**config.mk**
```make
export PLATFORM = sky130hd
export DESIGN_NAME = uart_tx_scheduler
export DESIGN_NICKNAME = d
export VERILOG_FILES = /design/src/rtl/uart_tx_scheduler.sv
export SDC_FILE = /design/constraint.sdc
export NUM_CORES = 1
export LEC_CHECK = 0
export BUFFER_PORTS_ARGS = -buffer_cell sky130_fd_sc_hd__buf_4
export CAP_MARGIN = 25
export CELL_PAD_IN_SITES_DETAIL_PLACEMENT = 0
export CELL_PAD_IN_SITES_GLOBAL_PLACEMENT = 1
export CORE_MARGIN = 3
export CORE_UTILIZATION = 35
export CTS_CLUSTER_DIAMETER = 100
export DETAILED_ROUTE_END_ITERATION = 16
export PLACE_DENSITY_LB_ADDON = 0.2
export REMOVE_ABC_BUFFERS = 1
export SLEW_MARGIN = 10
export SYNTH_ARGS = -nofsm -noshare
export SYNTH_HDL_FRONTEND = slang
export SYNTH_SLANG_ARGS = --single-unit
```
**constraint.sdc**
```tcl
create_clock -name pclk -period 4.4 [get_ports pclk]
set_input_delay 1.32 -clock pclk [delete_from_list [all_inputs] [get_ports pclk]]
set_output_delay 1.32 -clock pclk [all_outputs]
set_load 0.01 [all_outputs]
```
**src/rtl/uart_tx_scheduler.sv**
```systemverilog
// uart_tx_scheduler
//   Transmit-side byte queue and frame tracker for a UART. Bytes written by the
//   host are queued (single-entry THR or circular FIFO) and presented to the
//   transmitter on tx_data. A small FSM tracks whether a frame is in flight so
//   that temt reports a fully drained transmitter.
//
// Build option
//   UART_TX_FIFO_EN : when defined, FIFO_DEPTH-entry storage is built and
//                     fifo_en selects FIFO (1) or single-entry THR (0) mode.
//                     When undefined, only the single THR exists and fifo_en
//                     is ignored.
//
// Parameters
//   FIFO_DEPTH     FIFO entries, power of two, 2..64
//
// Ports
//   pclk           clock
//   presetn        asynchronous reset, active-low
//   utrst          synchronous transmitter soft reset (flush + FSM to IDLE)
//   thr_wr         write strobe, wdata sampled when high
//   wdata[7:0]     write data
//   fifo_en        FIFO mode select (a change flushes the queue)
//   tx_fifo_clr    synchronous queue flush
//   tsr_load       transmitter load pulse, pops the head entry
//   transmit_edge  baud tick from the transmit divider
//   shift_cnt_eq   transmitter frame-complete compare
//   thre           queue empty
//   tx_data[7:0]   head-of-queue byte, 8'h00 when empty
//   temt           queue empty and no frame in flight
//   tx_level[6:0]  queued byte count
//   tx_overrun     one-cycle pulse when a write is dropped
//   thre_int       one-cycle pulse when thre rises
//
// FSM states
//   state | meaning
//   IDLE  | no frame in flight
//   BUSY  | transmitter shifting a frame
module uart_tx_scheduler #(
    parameter int FIFO_DEPTH = 16
) (
    input  logic       pclk,
    input  logic       presetn,
    input  logic       utrst,
    input  logic       thr_wr,
    input  logic [7:0] wdata,
    input  logic       fifo_en,
    input  logic       tx_fifo_clr,
    input  logic       tsr_load,
    input  logic       transmit_edge,
    input  logic       shift_cnt_eq,
    output logic       thre,
    output logic [7:0] tx_data,
    output logic       temt,
    output logic [6:0] tx_level,
    output logic       tx_overrun,
    output logic       thre_int
);

    localparam int CW = $clog2(FIFO_DEPTH) + 1;

    typedef enum logic {
        IDLE = 1'b0,
        BUSY = 1'b1
    } state_t;

    state_t          state;
    state_t          state_nx;
    logic [CW-1:0]   count;
    logic [CW-1:0]   count_nx;
    logic [CW-1:0]   depth_eff;
    logic            mode_chg;
    logic            flush;
    logic            load_ok;
    logic            full;
    logic            push;
    logic            pop;
    logic            thre_nx;

`ifdef UART_TX_FIFO_EN
    localparam int PW = $clog2(FIFO_DEPTH);

    logic [7:0]    mem [FIFO_DEPTH];
    logic [PW-1:0] wr_ptr;
    logic [PW-1:0] rd_ptr;
    logic          mode_q;

    // mode_q holds the mode the current queue contents were written under;
    // any difference from fifo_en means the mode just changed.
    assign mode_chg  = fifo_en ^ mode_q;
    assign depth_eff = mode_q ? CW'(FIFO_DEPTH) : CW'(1);

    // In THR mode the pointers stay pinned at entry 0.
    always_ff @(posedge pclk or negedge presetn) begin
        if (!presetn) begin
            wr_ptr <= '0;
            rd_ptr <= '0;
            mode_q <= 1'b0;
        end else begin
            mode_q <= fifo_en;
            if (flush) begin
                wr_ptr <= '0;
                rd_ptr <= '0;
            end else begin
                if (push) wr_ptr <= mode_q ? wr_ptr + PW'(1) : '0;
                if (pop)  rd_ptr <= mode_q ? rd_ptr + PW'(1) : '0;
            end
        end
    end

    always_ff @(posedge pclk) begin
        if (push) mem[wr_ptr] <= wdata;
    end

    assign tx_data = thre ? 8'h00 : mem[rd_ptr];
`else
    logic [7:0] thr_q;
    logic       unused_fifo_en;

    assign unused_fifo_en = fifo_en;
    assign mode_chg       = 1'b0;
    assign depth_eff      = CW'(1);

    always_ff @(posedge pclk) begin
        if (push) thr_q <= wdata;
    end

    assign tx_data = thre ? 8'h00 : thr_q;
`endif

    assign flush   = utrst | tx_fifo_clr | mode_chg;
    // A load against an empty queue is a no-op for both queue and FSM.
    assign load_ok = tsr_load & (count != '0);
    assign full    = (count == depth_eff);
    assign pop     = ~flush & load_ok;
    // A same-cycle pop frees the slot, so a write into a full queue still lands.
    assign push    = ~flush & thr_wr & (~full | load_ok);

    assign count_nx = flush ? '0 : count + CW'(push) - CW'(pop);
    assign thre_nx  = (count_nx == '0);

    // Flushes from tx_fifo_clr or a mode change leave the FSM alone; only
    // utrst forces it back to IDLE.
    always_comb begin
        state_nx = state;
        if (utrst) begin
            state_nx = IDLE;
        end else begin
            case (state)
                IDLE: if (load_ok) state_nx = BUSY;
                BUSY: begin
                    if (load_ok)
                        state_nx = BUSY;
                    else if (transmit_edge && shift_cnt_eq && !tsr_load)
                        state_nx = IDLE;
                end
                default: state_nx = IDLE;
            endcase
        end
    end

    always_ff @(posedge pclk or negedge presetn) begin
        if (!presetn) begin
            state      <= IDLE;
            count      <= '0;
            thre       <= 1'b1;
            temt       <= 1'b1;
            tx_overrun <= 1'b0;
            thre_int   <= 1'b0;
        end else begin
            state      <= state_nx;
            count      <= count_nx;
            thre       <= thre_nx;
            temt       <= thre_nx & (state_nx == IDLE);
            tx_overrun <= ~flush & thr_wr & ~push;
            thre_int   <= thre_nx & ~thre;
        end
    end

    // count never exceeds FIFO_DEPTH, so the level needs no saturation logic.
    assign tx_level = 7'(count);

endmodule

```
==> reports/qor.txt <==
GRT Total Usage: 0.119
FF/Latch Area: 493 µm²
r2r worst-path depth: 12
Compound-Gate Fraction of Synth Area: 0.0634
die height: 56.4 µm
First DRT Iteration DRCs: 24
CP Capture Type: flop
startpoint types: input pin
final slew viol count: 0
CP cell instances: buf_4, nor2_1, nand2_1, nor2b_1, inv_1, ha_1, inv_1, ha_1, fa_1, and3b_1, or4_4, a2111o_1, a21oi_1
count of unique library cells instantiated by Yosys: 27
DRT Pass-1 Iters: 3
via count: 648
vias in the first global route: 673
Tmin final: 3.92 ns
Post-Place Cells: 137
first-pass GRT wire length: 2930 µm
CTS clk-pin slew, worst paths: 0.10 ns
Peak Freq: 255 MHz
max_cap viols: 0
clock latency on the worst-skew pair: 0.29 ns
Layout Cells excl Fill: 141
HP Class: flop to flop
CP arrival: 4.14 ns
post-synthesis cell area: 888 µm²
largest net degree at the start of global routing: 11
Routed WL: 1800 µm
Final period util: 0.890
largest family of logic cells by synthesized area: simple AND/OR/NAND/NOR gates
I/O pin total: 36
FILL cells: 236
GPL Wtd Cong: 0.803
CTS buffer count: 3
Finish-stage setup viols: 0
row cnt: 17
ranking of synthesized cells by area: edfxtp_1, dfrtp_1, ha_1
Avg Synthesized Cell Area: 11.7 µm²
final instance area: 0.00119 mm²
ys flop type: edfxtp_1
crit-path max cell delay: 0.51 ns
RSZ-0062 raised after global routing: no
Yosys top cell by area: edfxtp_1
starting density of the core: 0.383
CTS Root Cell: clkbuf_4
core outline area: 0.00232 mm²
mux cell area share after synthesis: 0
DR DRC count: 0
CTS tree: done
initial antenna violation count: 0
Req. time, crit path: 4.62 ns
layout cells sized above 1: 0.381
Antenna Violating Nets Remaining: 0
Bufs on Longest Clock Path: 2
Worst VDD drop: 0.134 mV
multi-input logic area: 358 µm²
P&R area growth vs syn: 34.4%
CTS sink count: 18
outcome: finished, final reports clean
EDFF count, synth: 8
kind of critical path: input pin to flop
commonest non-fill, non-tap cell in the layout: buf_4
grt ovf: 0
CP max FO: 3
Synth Area in Simple Gates: 0.204
antenna diode count: 0
Synth Area in XOR/XNOR: 0.0197
synth warn: 0
IO buf count: 32
routed vias/inst: 4.60
area of the die: 0.00318 mm²
Async SR Flop Fraction: 0.556
synthesized flop and latch total: 18
pwr/cell area: 272 mW/mm²
Final Hold Violating Endpoints: 0
Synth Area in Adders: 0.107
post-CTS setup buffer count: 0
most frequent cells in the layout: buf_4, nor2b_1, dfrtp_1, edfxtp_1, inv_1
Hold Path Cell Cnt: 2
sequential cell area fraction in the yosys report: 0.555
die width: 56.4 µm
H-tree levels: 1
CTS Hold Buffers Added: 0
Placed Area: 0.00117 mm²
crit path max-delay cell type: or4_4
Layout Skew: 0.00123 ns
post-layout net count: 138
Routed wire per std cell: 12.7 µm
Synth Instances: 76
Yosys top cell area share: 0.270
Pleak: 0.000562 µW
post_cts resized: 0
## kinds of logic (layout without fill, tap and decap cells)
family	count (synthesis)	in the layout
AOI/OAI and AO/OA	9	9
xor gates and xnor gates	2	2
adders and majority gates	7	7
buffers and inverters	9	45
DFF	18	18
other	1	2
and+or+nand+nor	30	30
## Yosys cell counts, drive strengths merged (2+ instances only)
master	n
a21oi	5
and2	2
and3	3
buf	2
dfrtp	8
dfstp	2
edfxtp	8
ha	6
inv	7
nand2	5
nor2	4
nor2b	9
xnor2	2
## critical path: cells and delay by family
family / cells / cell delay (ns)
AO/OA/AOI/OAI: 2 / 0.62
buffers and inverters: 3 / 0.22
AND/OR/NAND/NOR: 5 / 1.11
adder cells (fa/ha/maj): 3 / 0.88
## final cells by class
class,count,share of cell area
clock buffers,3,0.0189
well taps,28,0.0294
clock inverters,1,0.00314
inverters,7,0.0220
multi-input cells,50,0.300
flip-flops and latches,18,0.413
repair buffers,34,0.214
## worst paths after layout
kind                                  start        to  slack [ns]
worst max-delay path            tx_fifo_clr      temt        0.48
worst min-delay path                  state     state        0.55
worst max register to register     count[3]      temt        0.58
worst min register to register        state     state        0.55
max in group asynchronous           presetn      thre        3.34
min in group asynchronous           presetn  count[3]        0.84
## routing by layer
layer | vias up | wire length, µm | track usage | share of wire
met1 | 302 | 812 | 0.153 | 0.45
met2 | 17 | 888 | 0.197 | 0.49
li1 | 327 | - | - | -
met4 | 0 | 14 | 0.0508 | 0.0078
met5 | - | 0 | 0 | 0
met3 | 2 | 80 | 0.0207 | 0.045
## state kept, by name (all words and copies together), names as in the netlist
register,count
temt,1
tx_overrun,1
state,1
thre,1
thre_int,1
count,5
thr_q,8
## through the flow
| stage | worst slack, ns | hold WS (ns) | TNS, ns | utilization | power, µW |
|---|---|---|---|---|---|
| 2_1_floorplan | -0.102 | 0.503 | -0.221 | - | 214 |
| 3_3_place_gp | 0.181 | 0.535 | 0 | 0.504 | 243 |
| 3_5_place_dp | 0.181 | 0.532 | 0 | 0.504 | 244 |
| 4_1_cts | 0.484 | 0.551 | 0 | 0.515 | 329 |
| 5_1_grt | 0.344 | 0.569 | 0 | 0.515 | 344 |
| 6_report | 0.485 | 0.554 | 0 | 0.515 | 324 |
## power by group
group | switching (µW) | leakage, µW | internal (µW) | total, µW
clock network | 51.6 | 0.0000154 | 32.9 | 84.5
registers | 4.23 | 0.000206 | 184 | 189
logic | 23.5 | 0.000341 | 27.8 | 51.3
total | 79.3 | 0.000562 | 245 | 324
Note: power is estimated with default switching activity, not from simulation.
